### src/rtl/pcie_irq_scheduler_if.sv
// pcie_irq_scheduler_if
// Interrupt handshake between the scheduler and the PCIe endpoint core.
//   msi_req    : interrupt request (scheduler -> core)
//   msi_num    : vector number, stable while msi_req is high (scheduler -> core)
//   msi_ack    : one-cycle acknowledge (core -> scheduler)
//   msi_enable : core reports MSI enabled (core -> scheduler)
// Modports: master = scheduler side, slave = core side.
interface pcie_irq_scheduler_if #(
    parameter int VEC_W = 2
);
    logic             msi_req;
    logic [VEC_W-1:0] msi_num;
    logic             msi_ack;
    logic             msi_enable;

    modport master (
        output msi_req,
        output msi_num,
        input  msi_ack,
        input  msi_enable
    );

    modport slave (
        input  msi_req,
        input  msi_num,
        output msi_ack,
        output msi_enable
    );
endinterface

### src/rtl/pcie_irq_scheduler.sv
// pcie_irq_scheduler
// Latches rising-edge interrupt events from NUM_SRC sources and delivers
// them one at a time, round-robin, over the PCIe core's req/ack interrupt
// handshake. Only one request is outstanding; msi_req is low for at least
// one cycle between requests.
//
// Ports:
//   axi_aclk    : user clock, all logic on the rising edge
//   axi_aresetn : asynchronous active-low reset
//   src_irq     : per-source event lines, rising edge = one event
//   irq_mask    : 1 = source excluded from arbitration (events still latch)
//   msi         : handshake interface (master side: msi_req/msi_num out,
//                 msi_ack/msi_enable in)
//   pending     : latched, not-yet-delivered events
//   timeout_err : sticky, a request was abandoned by the watchdog
//   err_clr     : clears timeout_err (set wins in the same cycle)
//
// Optional feature: define PCIE_IRQ_TIMEOUT_EN to build the acknowledge
// watchdog. Without it REQ waits forever and timeout_err is constant 0.
module pcie_irq_scheduler #(
    parameter int NUM_SRC = 4,
    parameter int VEC_W   = $clog2(NUM_SRC),
    parameter int TIMEOUT = 1024
) (
    input  logic                 axi_aclk,
    input  logic                 axi_aresetn,
    input  logic [NUM_SRC-1:0]   src_irq,
    input  logic [NUM_SRC-1:0]   irq_mask,
    pcie_irq_scheduler_if.master msi,
    output logic [NUM_SRC-1:0]   pending,
    output logic                 timeout_err,
    input  logic                 err_clr
);

    typedef enum logic [1:0] {
        ST_IDLE,
        ST_REQ,
        ST_GAP
    } state_t;

    state_t             state_reg, state_next;
    logic [NUM_SRC-1:0] src_q_reg;
    logic [NUM_SRC-1:0] pending_reg, pending_next;
    logic [VEC_W-1:0]   rr_ptr_reg, rr_ptr_next;
    logic               msi_req_reg, msi_req_next;
    logic [VEC_W-1:0]   msi_num_reg, msi_num_next;

    logic [NUM_SRC-1:0] rise;
    logic [NUM_SRC-1:0] eligible;
    logic [NUM_SRC-1:0] num_onehot;
    logic [NUM_SRC-1:0] clr_vec;
    logic [VEC_W-1:0]   ptr_after_num;
    logic               win_found;
    logic [VEC_W-1:0]   win_idx;
    int                 idx_int;

    assign rise     = src_irq & ~src_q_reg;
    assign eligible = pending_reg & ~irq_mask;

    // One-hot decode of the vector in flight, used to retire its pending bit.
    generate
        for (genvar gi = 0; gi < NUM_SRC; gi++) begin : g_onehot
            assign num_onehot[gi] = (msi_num_reg == VEC_W'(gi));
        end
    endgenerate

    // Pointer moves just past the source that was served (or abandoned),
    // wrapping explicitly so non-power-of-two NUM_SRC works.
    assign ptr_after_num = (msi_num_reg == VEC_W'(NUM_SRC - 1)) ? '0
                                                                : msi_num_reg + VEC_W'(1);

    // Round-robin search: first eligible index at or above rr_ptr, wrapping.
    always_comb begin
        win_found = 1'b0;
        win_idx   = '0;
        idx_int   = 0;
        for (int k = 0; k < NUM_SRC; k++) begin
            idx_int = int'(rr_ptr_reg) + k;
            if (idx_int >= NUM_SRC) begin
                idx_int = idx_int - NUM_SRC;
            end
            if (!win_found && eligible[idx_int]) begin
                win_found = 1'b1;
                win_idx   = idx_int[VEC_W-1:0];
            end
        end
    end

`ifdef PCIE_IRQ_TIMEOUT_EN
    localparam int WD_W = $clog2(TIMEOUT);

    logic [WD_W-1:0] wd_cnt_reg, wd_cnt_next;
    logic            timeout_err_reg, timeout_err_next;
    logic            wd_fire;
`endif

    always_comb begin
        state_next   = state_reg;
        msi_req_next = msi_req_reg;
        msi_num_next = msi_num_reg;
        rr_ptr_next  = rr_ptr_reg;
        clr_vec      = '0;
`ifdef PCIE_IRQ_TIMEOUT_EN
        wd_cnt_next  = wd_cnt_reg;
        wd_fire      = 1'b0;
`endif
        case (state_reg)
            ST_IDLE: begin
                if (msi.msi_enable && win_found) begin
                    state_next   = ST_REQ;
                    msi_req_next = 1'b1;
                    msi_num_next = win_idx;
`ifdef PCIE_IRQ_TIMEOUT_EN
                    wd_cnt_next  = '0;
`endif
                end
            end
            ST_REQ: begin
                // Enable and mask are deliberately not looked at here: a
                // request is only ever retired by ack (or the watchdog).
                if (msi.msi_ack) begin
                    clr_vec      = num_onehot;
                    rr_ptr_next  = ptr_after_num;
                    msi_req_next = 1'b0;
                    state_next   = ST_GAP;
                end
`ifdef PCIE_IRQ_TIMEOUT_EN
                else if (wd_cnt_reg == WD_W'(TIMEOUT - 1)) begin
                    // Abandon: pending bit stays set, move on to the next source.
                    wd_fire      = 1'b1;
                    rr_ptr_next  = ptr_after_num;
                    msi_req_next = 1'b0;
                    state_next   = ST_GAP;
                end else begin
                    wd_cnt_next  = wd_cnt_reg + WD_W'(1);
                end
`endif
            end
            ST_GAP: begin
                state_next = ST_IDLE;
            end
            default: begin
                state_next   = ST_IDLE;
                msi_req_next = 1'b0;
            end
        endcase
    end

    // A new rise in the retire cycle wins over the clear.
    assign pending_next = (pending_reg & ~clr_vec) | rise;

    always_ff @(posedge axi_aclk or negedge axi_aresetn) begin
        if (!axi_aresetn) begin
            state_reg   <= ST_IDLE;
            src_q_reg   <= '0;
            pending_reg <= '0;
            rr_ptr_reg  <= '0;
            msi_req_reg <= 1'b0;
            msi_num_reg <= '0;
        end else begin
            state_reg   <= state_next;
            src_q_reg   <= src_irq;
            pending_reg <= pending_next;
            rr_ptr_reg  <= rr_ptr_next;
            msi_req_reg <= msi_req_next;
            msi_num_reg <= msi_num_next;
        end
    end

`ifdef PCIE_IRQ_TIMEOUT_EN
    always_comb begin
        timeout_err_next = timeout_err_reg;
        if (wd_fire) begin
            timeout_err_next = 1'b1;
        end else if (err_clr) begin
            timeout_err_next = 1'b0;
        end
    end

    always_ff @(posedge axi_aclk or negedge axi_aresetn) begin
        if (!axi_aresetn) begin
            wd_cnt_reg      <= '0;
            timeout_err_reg <= 1'b0;
        end else begin
            wd_cnt_reg      <= wd_cnt_next;
            timeout_err_reg <= timeout_err_next;
        end
    end

    assign timeout_err = timeout_err_reg;
`else
    // No watchdog: the expression is constant 0 (TIMEOUT is never negative);
    // it only consumes err_clr and TIMEOUT, which have no function here.
    assign timeout_err = err_clr & (TIMEOUT < 0);
`endif

    assign msi.msi_req = msi_req_reg;
    assign msi.msi_num = msi_num_reg;
    assign pending     = pending_reg;

endmodule

### src/flat_wrapper.sv
// flat-port wrapper written by rule: the top's interface ports become plain ports
module pcie_irq_scheduler_flat 
#(
    parameter int NUM_SRC = 4,
    parameter int VEC_W   = $clog2(NUM_SRC),
    parameter int TIMEOUT = 1024
)
  (axi_aclk, axi_aresetn, src_irq, irq_mask, pending, timeout_err, err_clr, msi_msi_req, msi_msi_num, msi_msi_ack, msi_msi_enable);
  pcie_irq_scheduler_if #(.VEC_W(VEC_W)) msi_i ();
  input  logic axi_aclk;
  input  logic axi_aresetn;
  input  logic [NUM_SRC-1:0] src_irq;
  input  logic [NUM_SRC-1:0] irq_mask;
  output logic [NUM_SRC-1:0] pending;
  output logic timeout_err;
  input  logic err_clr;
  output wire logic [$bits(msi_i.msi_req)-1:0] msi_msi_req;
  output wire logic [$bits(msi_i.msi_num)-1:0] msi_msi_num;
  input wire logic [$bits(msi_i.msi_ack)-1:0] msi_msi_ack;
  input wire logic [$bits(msi_i.msi_enable)-1:0] msi_msi_enable;
  assign msi_msi_req = msi_i.msi_req;
  assign msi_msi_num = msi_i.msi_num;
  assign msi_i.msi_ack = msi_msi_ack;
  assign msi_i.msi_enable = msi_msi_enable;
  pcie_irq_scheduler #(.NUM_SRC(NUM_SRC), .VEC_W(VEC_W), .TIMEOUT(TIMEOUT)) u_core (.axi_aclk(axi_aclk), .axi_aresetn(axi_aresetn), .src_irq(src_irq), .irq_mask(irq_mask), .msi(msi_i), .pending(pending), .timeout_err(timeout_err), .err_clr(err_clr));
endmodule
### config.mk
export PLATFORM = sky130hd
export DESIGN_NAME = pcie_irq_scheduler_flat
export DESIGN_NICKNAME = d
export VERILOG_FILES = /design/src/rtl/pcie_irq_scheduler_if.sv /design/src/rtl/pcie_irq_scheduler.sv /design/src/flat_wrapper.sv
export SDC_FILE = /design/constraint.sdc
export NUM_CORES = 1
export LEC_CHECK = 0
export BUFFER_PORTS_ARGS = -buffer_cell sky130_fd_sc_hd__buf_2
export CORE_MARGIN = 8
export CORE_UTILIZATION = 50
export CTS_BUF_LIST = sky130_fd_sc_hd__clkbuf_4
export DETAILED_ROUTE_END_ITERATION = 16
export MAX_ROUTING_LAYER = met4
export PLACE_DENSITY = 0.77
export SLEW_MARGIN = 20
export SYNTH_ARGS = -nofsm -noshare
export SYNTH_HDL_FRONTEND = slang
export SYNTH_SLANG_ARGS = --single-unit
### constraint.sdc
create_clock -name axi_aclk -period 2.3 [get_ports axi_aclk]
set_clock_uncertainty 0.1 [all_clocks]
set_input_delay 0.23 -clock axi_aclk [delete_from_list [all_inputs] [get_ports axi_aclk]]
set_output_delay 0.23 -clock axi_aclk [all_outputs]
set_load 0.005 [all_outputs]
==> flow_summary.json, run 1 <==
{
  "synth_area_um2": 728.2,
  "track_usage_pct": 11.64,
  "path_buf_inv": 0,
  "antenna_left": 0,
  "worstHoldPathType": "input pin to register",
  "area_growth_pct": 24.23,
  "holdPathStages": 2,
  "die-area_um2": 2933,
  "place_congestion": 0.7634,
  "max_freq_mhz": 667.9,
  "ir_worst_vdd_mv": 0.5586,
  "slew_viol_final": 0,
  "routed_via_density": 5.073,
  "synth_nets": 87,
  "yosysTopAreaCell": "dfrtp_1",
  "critPathArrivalTime_ns": 1.58,
  "io_buffers": 18,
  "antenna_found_initial": 0,
  "synth_top_area_share_pct": 51.55,
  "ff2ff_path_depth": 3,
  "grt_pass1_wl_mm": 2.428,
  "place_hpwl_mm": 1.108,
  "endpoint_kind": "register",
  "max_stage_delay_ns": 0.41,
  "cts_setup_buffers": 0,
  "yosysUniqueCellTypes": 23,
  "synth_warnings": 0,
  "setup_viol": 0,
  "drc_errors": 0,
  "clock-sinks": 15,
  "cap_viol_max_count": 0,
  "cts_made_buffers": 3,
  "htree_levels": 1,
  "synthTopCellsByArea": "dfrtp_1, ha_1, nand2_1",
  "required_ns": 2.39,
  "first_pass_iters": 5,
  "final-hold-violation-count": 0,
  "synth_edf_count": 0,
  "status": "complete, no violations",
  "clkSlewWorstSetupHoldPaths_ns": 0.08,
  "cts_root_buf": "clkbuf_4",
  "total_leakage_power_nw": 0.4725,
  "grt_pass1_vias": 588,
  "cts.path.max_buffers": 2,
  "initial_utilization_pct": 54.60,
  "vias": 558,
  "critPathMaxFanout": 5,
  "drive_gt1_share_pct": 26.32,
  "fin_crit_sh_pct": 65.09,
  "cp.depth": 3,
  "finalWirelength_mm": 1.415,
  "crit_chain": "and2b_1 -> o311ai_4 -> mux2i_1",
  "wl_per_cell_um": 12.86,
  "cp_slowest_cell": "o311ai_4",
  "die_w_um": 54.16,
  "rsz0062_at_grt": "no",
  "placed_cell_area_um2": 824.5,
  "critPathKind": "register to register",
  "num_io_pins": 21,
  "ys_seq_elements": 15,
  "die_h_um": 54.16,
  "ys_seq_area_share_pct": 51.55,
  "period_minus_slack_ns": 1.497,
  "r2r_setup_slack_ns": 0.80,
  "path_delay_family": "compound AO/OA/AOI/OAI gates",
  "diodes": 0,
  "drt_iter0_markers": 3,
  "synth.most_common_cell": "dfrtp_1",
  "syn_inst": 70,
  "post-route-cell-area_um2": 904.6,
  "grt_max_degree": 16,
  "synth-async-reset-ratio_pct": 100.0,
  "core_um2": 1334,
  "synth_common_cells": "dfrtp_1, nand2_1, o21ai_0",
  "num_rows": 13,
  "powerDensity_nw_per_um2": 1028,
  "tns_ns": 0,
  "nNetsFinal": 113,
  "grt_overflow": 0,
  "start_kind": "register",
  "insertion_delay_ns": 0.27,
  "synth.avg_cell_area_um2": 10.40,
  "synth_flop_cell": "dfrtp_1",
  "cts_tree": "built",
  "ctsResizeCount": 0
}
[layout make-up]
class / count / area (um^2)
Tap cell: 15 / 18.77
Timing Repair Buffer: 23 / 140.1
Multi-Input combinational cell: 46 / 314.1
Sequential cell: 15 / 375.4
Clock buffer: 4 / 30.03
Fill cell: 98 / 429.2
Inverter: 7 / 26.28
[layer usage]
metal	wire length (um)	vias to the layer above	share of wire [%]	GRT usage [%]
li1	-	279	-	-
met1	596	267	42	13.34
met2	748	10	53	17.94
met3	54	2	3.8	2.479
met4	17	0	1.2	7.377
met5	0	-	0	-
[timing repair]
action                                  in CTS  in global routing
hold buffers                                 5                  0
endpoints found under the setup margin       0                  0
hold endpoints to repair                    19                  0
[where the power goes]
part	switching, mW	internal, mW	total, mW
Sequential	0.0768	0.346	0.423
Combinational	0.182	0.169	0.352
Clock	0.0762	0.0790	0.155
[per-stage QoR]
stage	setup WS (ns)	instances	total power, mW	utilization [%]	hold slack [ns]
2_1_floorplan	0.9513	70	0.6502	-	-0.1656
3_3_place_gp	0.8747	101	0.7546	61.82	0.04961
3_5_place_dp	0.8087	101	0.7773	61.82	0.05321
4_1_cts	0.7913	110	0.9397	67.82	0.06254
5_1_grt	0.7254	110	1.013	67.82	0.05590
6_report	0.8028	110	0.9298	67.82	0.06715
[cells by family after synthesis]
kind of cell    synth area share (%)
mux                            4.296
flops                          51.55
buf+inv                        5.327
simple gates                   15.98
other cells                   0.5150
compound gates                 15.47
fa+ha+maj                      6.873
[worst paths after layout]
check / startpoint / end
worst max-delay path: u_core.pending[0]$_DFF_PN0_ / u_core.msi.msi_num[1]$_DFFE_PN0P_
worst min-delay path: msi_msi_ack / u_core.state_reg[0]$_DFFE_PN0P_
worst max register to register: u_core.pending[0]$_DFF_PN0_ / u_core.msi.msi_num[1]$_DFFE_PN0P_
worst min register to register: u_core.src_q_reg[3]$_DFF_PN0_ / u_core.pending[3]$_DFF_PN0_
max in group asynchronous: axi_aresetn / u_core.pending[1]$_DFF_PN0_
min in group asynchronous: axi_aresetn / u_core.src_q_reg[3]$_DFF_PN0_
[cells in the final DEF, fill, tap and decap left out]
master and n:
buf_2 18, dfrtp_1 15, nand2_1 12, o21ai_0 8
inv_1 7, dlygate4sd3_1 5, nand2b_1 4, ha_1 4
clkbuf_4 4, nor2_1 3, mux2i_1 2, and3b_1 1
and2b_1 1, nor2b_4 1, a211oi_1 1, a21oi_1 1
o22ai_1 1, o311ai_4 1, a21bo_1 1, nor3_1 1
o2bb2ai_1 1, a211o_1 1, mux2_2 1, conb_1 1
Power figures use the tool's default switching activity.
==> inputs of run 2 (changes only) <==
- clock period: 2.3 -> 1.4 ns (I/O delays scaled with it)
==> run 2 against run 1 <==
Compared with the run above: the run now ends with negative setup slack left; final cell count up 9.1%; sequential cell count is the same; worst hold slack gained 0.0016 ns; maximum frequency is 4.9% higher; combinational power increased by 110%; routed wire length increased by 13%; cell area rose by 9.1%; highest routed layer unchanged.
==> flow_summary.json, run 2 (synthesized netlist as in run 1, its figures left out) <==
{
  "seq_area_um2": 375.4,
  "required_ns": 1.50,
  "drive_gt1_share_pct": 35.24,
  "clkPwrFrac_pct": 15.8,
  "start_kind": "register",
  "path_delay_family": "compound AO/OA/AOI/OAI gates",
  "grt_pass1_wl_mm": 2.601,
  "cap_viol_max_count": 0,
  "switching_share_pct": 35.43,
  "die-area_um2": 2933,
  "slew_viol_final": 0,
  "max_freq_mhz": 700.7,
  "tns_ns": -0.02713,
  "fin_hold_ws_ns": 0.06875,
  "cts_tree": "built",
  "grt_pass1_vias": 589,
  "num_rows": 13,
  "grt_use_met2_pct": 20.23,
  "place_congestion": 0.7902,
  "crit_chain": "and2b_2 -> a21bo_1 -> a211o_1 -> mux2i_1",
  "multi_input_area_um2": 319.1,
  "first_pass_iters": 4,
  "critPathArrivalTime_ns": 1.53,
  "grt_overflow": 0,
  "nFillCells": 99,
  "ir_worst_vdd_mv": 0.9883,
  "setup_viol": 1,
  "wl_per_cell_um": 13.33,
  "grt_util_met1_pct": 14.15,
  "top_usage_layer": "met2",
  "core_um2": 1334,
  "fin_crit_sh_pct": 101.9,
  "placed_cell_area_um2": 854.6,
  "status": "finished with violations",
  "grt_max_degree": 16,
  "mostFrequentLayoutCells": "buf_2, dfrtp_1, nand2_1",
  "antenna_left": 0,
  "final_common_cell": "buf_2",
  "post-route-cell-area_um2": 987.2,
  "track_usage_pct": 12.55,
  "violations": "negative setup slack",
  "io_buffers": 18,
  "clock-sinks": 15,
  "vias": 605,
  "initial_utilization_pct": 54.60,
  "powerDensity_nw_per_um2": 1692,
  "endpoint_kind": "register",
  "met3_usage_pct": 3.581,
  "rsz0062_at_grt": "yes",
  "routed_via_density": 5.042,
  "cts_made_buffers": 3,
  "die_h_um": 54.16,
  "critPathMaxFanout": 5,
  "seqPwrFrac_pct": 40.8,
  "final-hold-violation-count": 0,
  "die_w_um": 54.16,
  "path_buf_inv": 0,
  "layout_setup_ws_ns": -0.02713,
  "drt_iter0_markers": 10,
  "antenna_found_initial": 0,
  "diodes": 0,
  "drc_errors": 0,
  "power_switching_mw": 0.5917,
  "critPathKind": "register to register",
  "max_stage_delay_ns": 0.38,
  "insertion_delay_ns": 0.28,
  "clkSlewWorstSetupHoldPaths_ns": 0.09,
  "cts_root_buf": "clkbuf_4",
  "nNetsFinal": 123,
  "worstHoldPathType": "input pin to register",
  "intPower_mw": 1.078,
  "place_hpwl_mm": 1.173,
  "num_io_pins": 21,
  "finalWirelength_mm": 1.600,
  "area_growth_pct": 35.57,
  "total_leakage_power_nw": 0.5182,
  "cts.path.max_buffers": 2,
  "period_minus_slack_ns": 1.427,
  "cp_slowest_cell": "dfrtp_1",
  "htree_levels": 1,
  "power_frac_comb_pct": 43.4
}
==> run 2: what timing repair did <==
| item | 4_1_cts | 5_1_grt |
|---|---|---|
| resized for setup | 1 | 3 |
| setup buffers | 4 | 1 |
| hold buffers | 6 | 0 |
| setup endpoints to repair | 2 | 5 |
| pin swaps | 3 | 1 |
| endpoints found under the hold margin | 20 | 0 |
==> run 2: power by group through the flow <==
| stage | clock [mW] | sequential, mW | combinational, mW |
|---|---|---|---|
| after CTS | 0.268 | 0.679 | 0.709 |
| after detailed placement | 0 | 0.692 | 0.647 |
| after global placement | 0 | 0.678 | 0.617 |
| after floorplan | 0 | 0.689 | 0.379 |
| final | 0.264 | 0.681 | 0.726 |
| after global routing | 0.289 | 0.700 | 0.812 |
==> run 2: per-stage QoR <==
stage | utilization, % | worst slack (ns) | power (mW) | std cells
final | 74.02 | -0.02713 | 1.670 | 120
after global routing | 74.02 | -0.07125 | 1.801 | 120
after detailed placement | 64.07 | -0.06622 | 1.339 | 105
after CTS | 73.17 | -0.02753 | 1.656 | 119
after global placement | 64.07 | 0.002261 | 1.294 | 105
after floorplan | - | 0.05129 | 1.068 | 70
==> run 2: cell type report <==
type / instances / area share, %
Clock buffer: 4 / 3.042
Tap cell: 15 / 1.901
Inverter: 7 / 2.662
Multi-Input combinational cell: 46 / 32.32
Timing Repair Buffer: 33 / 22.05
Sequential cell: 15 / 38.02
==> run 2: worst min-delay path: stages <==
cell	delay (ns)
buf_2	0.11
o311ai_4	0.09
mux2i_1	0.08
==> run 2: path summary, 6_finish.rpt <==
check / start / endpoint / slack [ns] / cells after the start
min: msi_msi_enable / u_core.msi.msi_num[1]$_DFFE_PN0P_ / 0.07 / 3
min reg2reg: u_core.src_q_reg[2]$_DFF_PN0_ / u_core.pending[2]$_DFF_PN0_ / 0.32 / 1
max: u_core.pending[0]$_DFF_PN0_ / u_core.msi.msi_num[0]$_DFFE_PN0P_ / -0.03 / 4
max in group asynchronous: axi_aresetn / u_core.state_reg[0]$_DFFE_PN0P_ / 0.77 / 2
min in group asynchronous: axi_aresetn / u_core.rr_ptr_reg[1]$_DFFE_PN0P_ / 0.18 / 2
max reg2reg: u_core.pending[0]$_DFF_PN0_ / u_core.msi.msi_num[0]$_DFFE_PN0P_ / -0.03 / 4
==> run 2: per-layer routing <==
metal | up-vias | routed length, um
met4 | 0 | 40
met5 | - | 0
li1 | 302 | -
met3 | 4 | 95
met1 | 276 | 690
met2 | 23 | 773
